[config.mk]
export PLATFORM = sky130hd
export DESIGN_NAME = io_port_ctrl
export DESIGN_NICKNAME = d
export VERILOG_FILES = /design/src/rtl/io_port_ctrl_pkg.sv /design/src/rtl/io_port_ctrl_key_fifo.sv /design/src/rtl/io_port_ctrl.sv
export SDC_FILE = /design/constraint.sdc
export NUM_CORES = 1
export LEC_CHECK = 0
export CORE_ASPECT_RATIO = 1.4
export CORE_MARGIN = 4
export CORE_UTILIZATION = 50
export CTS_BUF_LIST = sky130_fd_sc_hd__clkbuf_4 sky130_fd_sc_hd__clkbuf_8 sky130_fd_sc_hd__clkbuf_16
export CTS_CLUSTER_DIAMETER = 30
export DETAILED_ROUTE_END_ITERATION = 8
export PLACE_DENSITY = 0.88
export SLEW_MARGIN = 20
export SYNTH_ARGS = -nofsm -noshare
export SYNTH_HDL_FRONTEND = slang
export SYNTH_SLANG_ARGS = --single-unit
[constraint.sdc]
create_clock -name clk -period 7.9 [get_ports clk]
set_input_delay 1.58 -clock clk [delete_from_list [all_inputs] [get_ports clk]]
set_output_delay 1.58 -clock clk [all_outputs]
set_load 0.005 [all_outputs]
[src/rtl/io_port_ctrl_pkg.sv]
// Register map, KSTAT layout and keypad helpers shared by the IO port controller.
// Pure declarations; no timing or flow-control behaviour.
package io_port_ctrl_pkg;

  localparam logic [7:0] IO_BASE_DFLT = 8'hF0;

  localparam logic [1:0] OFF_LED   = 2'd0;
  localparam logic [1:0] OFF_DISP  = 2'd1;
  localparam logic [1:0] OFF_KSTAT = 2'd2;
  localparam logic [1:0] OFF_KDATA = 2'd3;

  localparam int KSTAT_NE_BIT  = 0;
  localparam int KSTAT_CNT_LSB = 1;
  localparam int KSTAT_OVF_BIT = 4;

  localparam int KEY_W      = 4;
  localparam int FIFO_DEPTH = 4;
  localparam int CNT_W      = 3;

  typedef struct packed {
    logic             vld;
    logic [KEY_W-1:0] code;
  } key_evt_t;

  // Scan downwards so the lowest-index edge is the one that survives.
  function automatic key_evt_t first_edge(input logic [15:0] rise);
    key_evt_t evt;
    evt = '0;
    for (int i = 15; i >= 0; i--) begin
      if (rise[i]) begin
        evt.vld  = 1'b1;
        evt.code = KEY_W'(i);
      end
    end
    return evt;
  endfunction

endpackage

[src/rtl/io_port_ctrl_key_fifo.sv]
// 4-deep x 4-bit key-code FIFO; head visible combinationally, push/pop on the clock edge.
// A push into a full FIFO is dropped unless a pop happens in the same cycle; a pop when empty is ignored.
module key_fifo
  import io_port_ctrl_pkg::*;
(
  input  logic             clk,
  input  logic             rst_n,
  input  logic             push,
  input  logic             pop,
  input  logic [KEY_W-1:0] din,
  output logic [KEY_W-1:0] dout,
  output logic [CNT_W-1:0] count,
  output logic             full,
  output logic             empty
);

  logic [KEY_W-1:0] mem [FIFO_DEPTH];
  logic [1:0]       wr_ptr;
  logic [1:0]       rd_ptr;
  logic             pop_ok;
  logic             push_ok;

  assign empty   = (count == '0);
  assign full    = (count == CNT_W'(FIFO_DEPTH));
  assign pop_ok  = pop & ~empty;
  assign push_ok = push & (~full | pop_ok);
  assign dout    = empty ? '0 : mem[rd_ptr];

  always_ff @(posedge clk or negedge rst_n) begin
    if (!rst_n) begin
      wr_ptr <= '0;
      rd_ptr <= '0;
      count  <= '0;
    end else begin
      if (push_ok) wr_ptr <= wr_ptr + 2'd1;
      if (pop_ok)  rd_ptr <= rd_ptr + 2'd1;
      count <= count + CNT_W'(push_ok) - CNT_W'(pop_ok);
    end
  end

  always_ff @(posedge clk) begin
    if (push_ok) mem[wr_ptr] <= din;
  end

endmodule

[src/rtl/io_port_ctrl.sv]
// Memory-mapped LED/display/keypad port: LED, DISP, KSTAT and KDATA at IO_BASE..IO_BASE+3.
// Reads are combinational; writes and KDATA pops take effect at the clock edge; key overflow drops codes.
module io_port_ctrl
  import io_port_ctrl_pkg::*;
#(
  parameter int                WORD_W  = 16,
  parameter int                ADDR_W  = 8,
  parameter logic [ADDR_W-1:0] IO_BASE = ADDR_W'(IO_BASE_DFLT)
) (
  input  logic              clk,
  input  logic              rst_n,
  input  logic [ADDR_W-1:0] io_addr_i,
  input  logic [WORD_W-1:0] io_data_i,
  input  logic              io_we_i,
  input  logic              io_re_i,
  output logic [WORD_W-1:0] io_data_o,
  output logic              io_sel_o,
  input  logic [16:1]       keys_i,
  output logic [15:0]       led_out_o,
  output logic [WORD_W-1:0] digit_out_o,
  output logic              irq_o
);

  logic [ADDR_W-1:0] addr_diff;
  logic [1:0]        reg_off;
  logic [15:0]       led_r;
  logic [WORD_W-1:0] digit_r;
  logic              ovf_r;
  logic [16:1]       key_hist;
  logic [15:0]       rise;
  key_evt_t          evt;
  logic              multi_edge;
  logic              pop_req;
  logic [KEY_W-1:0]  fifo_dout;
  logic [CNT_W-1:0]  fifo_count;
  logic              fifo_full;
  logic              fifo_empty;
  logic              ovf_set;
  logic              wr_hit;
  logic [WORD_W-1:0] kstat_v;

  // Offset relative to the base, so the window need not be 4-aligned.
  assign addr_diff = io_addr_i - IO_BASE;
  assign reg_off   = addr_diff[1:0];
  assign io_sel_o  = (addr_diff[ADDR_W-1:2] == '0);

  assign wr_hit  = io_sel_o & io_we_i;
  assign pop_req = io_sel_o & io_re_i & ~io_we_i & (reg_off == OFF_KDATA);

  assign rise       = keys_i & ~key_hist;
  assign evt        = first_edge(rise);
  assign multi_edge = (rise & (rise - 16'd1)) != '0;
  assign ovf_set    = multi_edge | (evt.vld & fifo_full & ~pop_req);

  key_fifo u_key_fifo (
    .clk   (clk),
    .rst_n (rst_n),
    .push  (evt.vld),
    .pop   (pop_req),
    .din   (evt.code),
    .dout  (fifo_dout),
    .count (fifo_count),
    .full  (fifo_full),
    .empty (fifo_empty)
  );

  always_ff @(posedge clk or negedge rst_n) begin
    if (!rst_n) begin
      led_r    <= '0;
      digit_r  <= '0;
      ovf_r    <= 1'b0;
      key_hist <= '1;
    end else begin
      key_hist <= keys_i;
      if (wr_hit && reg_off == OFF_LED)  led_r   <= io_data_i[15:0];
      if (wr_hit && reg_off == OFF_DISP) digit_r <= io_data_i;
      // A fresh overflow in the same cycle as a clear wins so no event is lost.
      if (ovf_set)
        ovf_r <= 1'b1;
      else if (wr_hit && reg_off == OFF_KSTAT && io_data_i[KSTAT_OVF_BIT])
        ovf_r <= 1'b0;
    end
  end

  always_comb begin
    kstat_v = '0;
    kstat_v[KSTAT_NE_BIT]               = ~fifo_empty;
    kstat_v[KSTAT_CNT_LSB +: CNT_W]     = fifo_count;
    kstat_v[KSTAT_OVF_BIT]              = ovf_r;
  end

  always_comb begin
    io_data_o = '0;
    if (io_sel_o) begin
      case (reg_off)
        OFF_LED:   io_data_o = WORD_W'(led_r);
        OFF_DISP:  io_data_o = digit_r;
        OFF_KSTAT: io_data_o = kstat_v;
        default:   io_data_o = WORD_W'(fifo_dout);
      endcase
    end
  end

  assign led_out_o   = led_r;
  assign digit_out_o = digit_r;
  assign irq_o       = ~fifo_empty;

endmodule

## Word-level counts from Yosys, hierarchy flattened

Memory sizes are Yosys's and may differ from the RTL's.
Cells that the tools add are included.

| word-level totals | value |
|---|---|
| register bits after elaboration | 56 |
| RAM bits | 16 |
| input bits | 44 |
| output and inout port bits | 50 |
| logic and storage cells | 67 |
| memories | 1 |

| cells by class | value |
|---|---|
| add/sub/neg operators | 6 |
| equality and inequality tests | 4 |
| muxes and demuxes | 23 |
| bitwise gates (word level) | 17 |
| reduce and logical (&&, ||, !) cells | 9 |

Memory list:

| memory | depth | width | read ports | clocked after Yosys merged registers in | wr ports | line | text |
|---|---|---|---|---|---|---|---|
| u_key_fifo.mem | 4 | 4 | 1 | 0 | 1 | io_port_ctrl_key_fifo.sv:17 | `logic [KEY_W-1:0] mem [FIFO_DEPTH];` |

Operator list:

| cell | number |
|---|---|
| $mux W5 | 16 |
| $pmux W16 S3 | 1 |
| $and A16 B16 Y16 | 2 |
| $mux W16 | 1 |
| $not A16 Y16 | 1 |
| $reduce_bool A16 Y1 | 1 |
| $sub A16 B1 Y16 const B | 1 |
| $and A1 B1 Y1 | 8 |
| $sub A8 B8 Y8 const B | 1 |
| $logic_not A6 Y1 | 1 |
| $add A2 B1 Y2 const B | 2 |
| $eq A2 B2 Y1 const B | 2 |
| $logic_and A1 B1 Y1 | 4 |
| $mux W1 | 4 |
| $mux W4 | 1 |
| $not A1 Y1 | 4 |
| $add A3 B1 Y3 | 1 |
| $eq A3 B3 Y1 const B | 1 |
| $logic_not A3 Y1 | 1 |
| $sub A3 B1 Y3 | 1 |
| $eq A2 B1 Y1 const B | 1 |
| $logic_not A2 Y1 | 1 |
| $or A1 B1 Y1 | 2 |
| $reduce_bool A2 Y1 | 1 |

## Longest topological paths before layout

Gate-level depths: netlist of run 1.

| depth | value |
|---|---|
| word-level depth | 22 |
| depth in mapped cells | 11 |
| depth with buffers taken out | 11 |

## Modules after synthesis

A second synthesis of run 1 with hierarchy kept.

| unflattened totals | value |
|---|---|
| cell total of the unflattened synthesis | 271 |
| area, all modules | 3,523.4 µm² |

By module, submodules not included:

| module | times used | cells an instance | area each (µm²) | sequential area each (µm²) |
|---|---|---|---|---|
| io_port_ctrl | 1 | 209 | 2,492.4 | 1,246.2 |
| key_fifo | 1 | 62 | 1,031.0 | 655.6 |

## Worst setup path after synthesis of run 1

OpenSTA, ideal clock, no wires.

| path | value |
|---|---|
| kind | in2out |
| from | in io_addr_i[3] |
| to | out io_data_o[10] |
| data arrival time | 2,662 ps |
| data required time | 6,320 ps |
| setup slack | 3,658 ps |
| stages on the path | 5 |
| buffers on the path | 1 |
| path through | or4_4 inv_2 nand2b_1 clkbuf_1 nor2_1 |

| between the ends | value |
|---|---|
| longest elaborated chain between the ends | 3 |

Ends and longest elaborated chain:

| what | line | text |
|---|---|---|
| start: declaration | io_port_ctrl.sv:12 | `input logic [ADDR_W-1:0] io_addr_i,` |
| $sub A8 B8 Y8 | io_port_ctrl.sv:43 | `assign addr_diff = io_addr_i - IO_BASE;` |
| $logic_not A6 Y1 | io_port_ctrl.sv:45 | `assign io_sel_o = (addr_diff[ADDR_W-1:2] == '0);` |
| via io_sel_o | io_port_ctrl.sv:17 | `output logic io_sel_o,` |
| $mux W16 | io_port_ctrl.sv:94 | `if (io_sel_o) begin` |
| end: declaration | io_port_ctrl.sv:16 | `output logic [WORD_W-1:0] io_data_o,` |

The timed path passes the listed nets, and every way through them passes these cells.

## Worst setup path after layout of run 1

| path | value |
|---|---|
| from | in io_addr_i[7] |
| to | out io_data_o[14] |

| between the ends | value |
|---|---|
| longest elaborated chain between the ends | 3 |

Ends and longest elaborated chain:

| what | line |
|---|---|
| $sub A8 B8 Y8 | io_port_ctrl.sv:43 |
| $logic_not A6 Y1 | io_port_ctrl.sv:45 |
| $mux W16 | io_port_ctrl.sv:94 |

Every way passes these cells.

==> results of run 1 <==
-- worst reg2reg max path, stage by stage (launching register included) --
cell	delay [ps]
dfstp_2	520
nor2b_1	80
or2_1	250
or3_1	380
nor4_4	350
a31oi_4	110
ha_1	250
fa_1	380
xor2_1	160
xnor2_1	120
-- cells by family after synthesis --
| logic type | Yosys count | share of synthesized area |
|---|---|---|
| adder cells (fa/ha/maj) | 7 | 0.02708 |
| buffers and inverters | 19 | 0.02459 |
| AND/OR/NAND/NOR | 82 | 0.1479 |
| flip-flops | 72 | 0.5417 |
| XOR/XNOR | 5 | 0.01248 |
| multiplexers | 52 | 0.1753 |
| AO/OA/AOI/OAI | 40 | 0.07092 |
-- how the worst max path moves through the flow --
stage | depth (start not counted) | end | start | slack [ps]
global route | 7 | io_data_o[10] | io_addr_i[7] | 2410
finish | 7 | io_data_o[14] | io_addr_i[7] | 2570
CTS | 7 | io_data_o[14] | io_addr_i[7] | 2570
detailed placement | 7 | io_data_o[14] | io_addr_i[7] | 2570
global placement | 7 | io_data_o[9] | io_addr_i[7] | 2640
floorplan | 5 | io_data_o[10] | io_addr_i[3] | 3660
-- cells in the mapped netlist, types with 3 or more instances --
master | number | area share
nor2b_4 | 4 | 0.016
mux4_2 | 4 | 0.026
edfxtp_1 | 16 | 0.14
a211oi_1 | 3 | 0.0064
and2_1 | 5 | 0.0089
inv_1 | 9 | 0.0096
nand2b_1 | 6 | 0.011
nand2_1 | 12 | 0.013
xnor2_1 | 3 | 0.0075
a21oi_1 | 11 | 0.016
o22ai_1 | 3 | 0.0053
a31oi_1 | 4 | 0.0071
dfrtp_1 | 40 | 0.29
clkbuf_1 | 6 | 0.0064
ha_1 | 6 | 0.021
and3_1 | 3 | 0.0053
o21ai_0 | 12 | 0.017
mux2i_1 | 12 | 0.034
mux2_2 | 36 | 0.12
dfstp_2 | 16 | 0.12
nor2b_1 | 9 | 0.016
nor2_1 | 22 | 0.024
-- sequential cells by signal, indices dropped and copies added (netlist names) --
name	flops
ovf_r	1
u_key_fifo.count	3
u_key_fifo.mem	16
digit_out_o	16
u_key_fifo.wr_ptr	2
key_hist	16
led_out_o	16
u_key_fifo.rd_ptr	2
-- stage by stage --
stage	util	setup slack, ps
finish	0.7076	2570
global route	0.7076	2414
CTS	0.7076	2565
detailed placement	0.6766	2571
global placement	0.6766	2638
floorplan	-	3658
-- power groups by stage --
stage | registers [mW] | clock network (mW) | logic [mW]
2_1_floorplan | 0.479 | 0 | 0.130
3_3_place_gp | 0.485 | 0 | 0.197
3_5_place_dp | 0.489 | 0 | 0.209
4_1_cts | 0.482 | 0.300 | 0.210
5_1_grt | 0.488 | 0.316 | 0.233
6_report | 0.482 | 0.291 | 0.207
-- per-layer routing --
layer,GRT usage,share of wire
met5,0,0
met1,0.2288,0.39
met4,0.06757,0.014
met2,0.3627,0.53
met3,0.05294,0.066
-- cell type report --
class                      instances  share of cell area
sequential                        72              0.4012
multi-input combinational        186              0.3212
timing repair buffer              97              0.2016
clock buffer                      14             0.04170
tap                               92             0.02428
inverter                          10            0.007918
clock inverter                     2            0.002111
==> flow_summary_export.csv, run 1 <==
group,metric,value,unit
critical_path,cp_max_fo,13,
critical_path,crit_family,"buffers and inverters",
power,total_power,0.9803,mW
critical_path,critPathCaptureType,"output port",
logic_synthesis,synth_flop_cell,"dfrtp_1",
global_routing,antenna_found_initial,0,
place,io_buffers,93,
finish,num-nets-final,427,
sta,drv_slew,0,
cts,cts-root-buf,"clkbuf_8",
sta,fin_tns_setup,0,ps
route,remaining_drc_errors,0,
job,cap_violations,0,
route,wirelength,7777,um
cts,post-cts-setup-buffer-count,0,
power,seqPwrFrac,0.492,
logic_synthesis,syn_area,3511,um^2
critical_path,max_stage_delay,530,ps
finish,area_growth,35.03,%
power,p_sw,0.2616,mW
finish,diodes,0,
cts,insertion_delay,340,ps
power,powerDensity,206.8,nW/um^2
global_routing,grt_usage,0.2012,
sta,final_hold_viol_count,0,
finish,layout-drive-gt1-share,0.2388,
finish,fill_cells,492,
critical_path,reg2reg_slack,5200,ps
finish,multi_input_area,1523,um^2
hold_path,hold_depth,1,
route,viasPerCell,5.359,
cts,cts.sinks,72,
global_routing,grt_first_pass_wirelength,13170,um
power,p_comb_frac,0.211,
logic_synthesis,synth_cell_type_count,50,
critical_path,timing.rr.end,"u_key_fifo.count[2]",
sta,period_share,0.6747,
finish,layout.cells.most_common,"clkdlybuf4s50_1",
sta,setup_viol,0,
power,clockPowerShare,0.297,
floorplan,io_pins,94,
critical_path,critical_path_buf_inv_count,3,
floorplan,rows,35,
floorplan,start_util,0.5240,
logic_synthesis,synth.net_count,328,
logic_synthesis,async_flop_share,0.7778,
cts,clkTransAtPathRegs,70,ps
power,p_sw_frac,0.2669,
cts,htreeDepth,3,
logic_synthesis,ys_seq_elements,72,
route,initialDrtViolationCount,96,
run_status,outcome,"finished, final reports clean",
power,p_leak,1.959,nW
place,placed_cell_area,4533,um^2
critical_path,required,6320,ps
floorplan,fp.dieW,78.82,um
power,internal_power,0.7186,mW
sta,finalClockSkew,4.932,ps
route,drt.antenna.violating_nets,0,
logic_synthesis,yosysSeqAreaShare,0.5417,
hold_path,worstHoldStart,"led_out_o[7]",
place,place_congestion,0.8462,
sta,rsz0062_at_grt,"false",
floorplan,core_area,6700,um^2
floorplan,die_area,8446,um^2
global_routing,grt_max_degree,57,
sta,timing.final.crit_period,5330,ps
route,first_pass_iters,5,
critical_path,r2r_cells,9,
power,worst_ir_drop_vdd,0.1397,mV
sta,fmax,187.6,MHz
logic_synthesis,syn_inst,277,
logic_synthesis,yosysWarnings,0,
cts,post_cts_resized,0,
hold_path,hold-path-endpoint,"led_out_o[7]",
cts,cts_hold_buf,0,
place,dpl.cell_count,457,
finish,final_cell_mix,"clkdlybuf4s50_1, dfrtp_1, mux2_2",
hold_path,min_path_type,"flip-flop to flip-flop",
sta,worst_pin_slew,683.3,ps
logic_synthesis,synth_edf_count,16,
critical_path,r2r_start,"key_hist[9]",
critical_path,cp_common_cell,"clkdlybuf4s50_1",
finish,final_area,4741,um^2
finish,fin_cells,473,
critical_path,slowest_stage,"clkdlybuf4s50_1",
floorplan,die_h,107.2,um
global_routing,grt_pass1_vias,2688,
critical_path,arrival,3750,ps
cts,cts_inserted_buffers,9,
cts,cts_buffer_depth,2,
logic_synthesis,synth_area_per_cell,12.67,um^2
critical_path,cp-start-kind,"primary input",
route,vias,2535,
finish,regArea,1902,um^2
cts,cts_tree,"built",
sta,hold_slack,529.3,ps
place,dp_hpwl,5873,um
sta,max_slew_margin,0.5445,
critical_path,critical_path_class,"primary input to output port",
critical_path,critical_path.cell_chain,"clkdlybuf4s50_1 -> nand2_1 -> or4_4 -> inv_2 -> nand2b_1 -> nor2_1 -> clkdlybuf4s50_1",
route,wl_per_cell,16.44,um
global_routing,overflow,0,
Power figures use the tool's default switching activity.
==> run 2, diff against run 1 <==
- CORE_UTILIZATION: 50 -> 49
- PLACE_DENSITY: 0.88 -> 0.87
- clock period: 7.9 -> 5.2 ns (I/O delays scaled with it)
==> run 2 against run 1 <==
Compared with the run above:
- critical path depth did not move
- combinational power grew 50%
- highest routed layer unchanged
- largest power group unchanged
- largest cell class unchanged
- sequential power grew 52%
- worst hold slack improved by 5.1 ps
==> flow_summary_export.csv, run 2 (synthesized netlist as in run 1, its figures left out) <==
group,metric,value,unit
critical_path,required,4160,ps
place,place_congestion,0.8572,
critical_path,timing.rr.end,"u_key_fifo.count[2]",
floorplan,fp.dieW,79.54,um
critical_path,critical_path_class,"primary input to output port",
sta,timing.final.crit_period,4262,ps
hold_path,worstHoldStart,"led_out_o[14]",
route,wl_per_cell,16.17,um
cts,cts_inserted_buffers,9,
finish,fill_cells,495,
finish,diodes,0,
route,wirelength,7696,um
critical_path,arrival,3220,ps
cts,clkTransAtPathRegs,80,ps
cts,htreeDepth,3,
route,initialDrtViolationCount,116,
route,vias,2564,
floorplan,die_area,8603,um^2
critical_path,critPathCaptureType,"output port",
power,clockPowerShare,0.315,
global_routing,grt_usage,0.1884,
critical_path,critical_path.cell_chain,"clkdlybuf4s50_1 -> nand2_1 -> or4_4 -> inv_2 -> nand2b_1 -> nor2_1 -> clkdlybuf4s50_1",
power,p_leak,1.950,nW
critical_path,cp_max_fo,13,
place,placed_cell_area,4537,um^2
critical_path,r2r_start,"key_hist[10]",
critical_path,slowest_stage,"clkdlybuf4s50_1",
floorplan,core_area,6982,um^2
critical_path,cp-start-kind,"primary input",
hold_path,hold-path-endpoint,"led_out_o[14]",
place,io_buffers,93,
critical_path,cp_num_cells,7,
floorplan,io_pins,94,
sta,fmax,234.6,MHz
sta,finalClockSkew,7.820,ps
finish,area_growth,35.50,%
floorplan,die_h,108.2,um
cts,post-cts-setup-buffer-count,0,
finish,layout-drive-gt1-share,0.2388,
finish,final_cell_mix,"clkdlybuf4s50_1, dfrtp_1, mux2_2",
critical_path,crit_family,"buffers and inverters",
global_routing,use_met2,0.3477,
power,p_sw_frac,0.2689,
power,internal_power,1.115,mW
cts,cts-root-buf,"clkbuf_8",
critical_path,reg2reg_slack,2510,ps
sta,final_hold_viol_count,0,
sta,worst_pin_slew,671.7,ps
sta,max_slew_margin,0.5522,
power,p_sw,0.4100,mW
finish,fin_util,0.6814,
finish,layout.cells.most_common,"clkdlybuf4s50_1",
floorplan,start_util,0.5029,
global_routing,overflow,0,
power,worst_ir_drop_vdd,0.2473,mV
sta,period_share,0.8197,
sta,setup_viol,0,
job,cap_violations,0,
place,dp_slack,934.9,ps
cts,cts_tree,"built",
place,dp_hpwl,5836,um
global_routing,grt_first_pass_wirelength,12340,um
critical_path,critical_path_buf_inv_count,3,
sta,drv_slew,0,
route,remaining_drc_errors,0,
hold_path,min_path_type,"flip-flop to flip-flop",
power,p_comb_frac,0.204,
floorplan,rows,36,
power,powerDensity,320.5,nW/um^2
cts,cts_hold_buf,0,
route,viasPerCell,5.387,
critical_path,cp_common_cell,"clkdlybuf4s50_1",
route,first_pass_iters,4,
global_routing,grt_pass1_vias,2568,
global_routing,antenna_found_initial,0,
power,seqPwrFrac,0.481,
sta,rsz0062_at_grt,"false",
route,drt.antenna.violating_nets,0,
cts,cts.sinks,72,
global_routing,use_met1,0.2094,
global_routing,grt_util_met3,0.04500,
cts,insertion_delay,350,ps
finish,final_area,4757,um^2
global_routing,grt-busiest-layer,"met2",
finish,regArea,1902,um^2
finish,num-nets-final,427,
finish,multi_input_area,1523,um^2
hold_path,hold_depth,1,
critical_path,r2r_cells,9,
run_status,outcome,"finished, final reports clean",
critical_path,max_stage_delay,520,ps
sta,timing.final.ws_setup,937.8,ps
global_routing,grt_max_degree,57,
cts,cts_buffer_depth,2,
sta,fin_tns_setup,0,ps
cts,post_cts_resized,0,
-- run 2: cell count changes in the layout (fill, tap and decap cells not counted), sizes merged --
cell	delta
clkinvlp	+3
clkbuf	-5
bufinv	+2
-- run 2: worst register-to-register path, delay by kind of cell, from the launching register on --
kind / cells / cell delay (ps)
adders and majority gates: 2 / 620
and+or+nand+nor: 4 / 1010
AOI/OAI and AO/OA: 1 / 100
DFF: 1 / 550
xor gates and xnor gates: 2 / 290
-- run 2: worst max-delay path by stage --
stage                            start                  end  slack, ps
after global routing      io_addr_i[6]         io_data_o[9]        760
after detailed placement  io_addr_i[7]         io_data_o[5]        930
after CTS                 io_addr_i[7]         io_data_o[5]        930
final                     io_addr_i[7]         io_data_o[5]        940
after floorplan           io_addr_i[3]  u_key_fifo.count[2]       1970
after global placement    io_addr_i[7]        io_data_o[14]       1000
-- run 2: final cells by class --
type | instances | share of cell area
multi-input cells | 186 | 0.3201
inverters | 10 | 0.007891
repair buffers | 97 | 0.2009
well taps | 95 | 0.02499
flip-flops and latches | 72 | 0.3998
clock buffers | 9 | 0.02604
clock inverters | 7 | 0.02025
-- run 2: power groups by stage --
stage	combinational, mW	clock, mW	sequential (mW)
final	0.311	0.480	0.734
after global routing	0.346	0.517	0.744
after CTS	0.316	0.493	0.733
after detailed placement	0.315	0	0.745
after global placement	0.299	0	0.737
after floorplan	0.198	0	0.728
-- run 2: through the flow --
step           cells  total power, mW  hold WS (ps)
6_report         476            1.525         534.3
3_3_place_gp     460            1.036         510.1
4_1_cts          476            1.542         537.2
3_5_place_dp     460            1.059         519.3
2_1_floorplan    277           0.9255         520.0
5_1_grt          476            1.607         563.7
-- run 2: per-layer routing --
layer | part of all wire | up-vias | routed length, um
met3 | 0.068 | 9 | 526
met5 | 0 | - | 0
met4 | 0.014 | 0 | 110
met2 | 0.54 | 126 | 4185
met1 | 0.37 | 1229 | 2874
li1 | - | 1200 | -
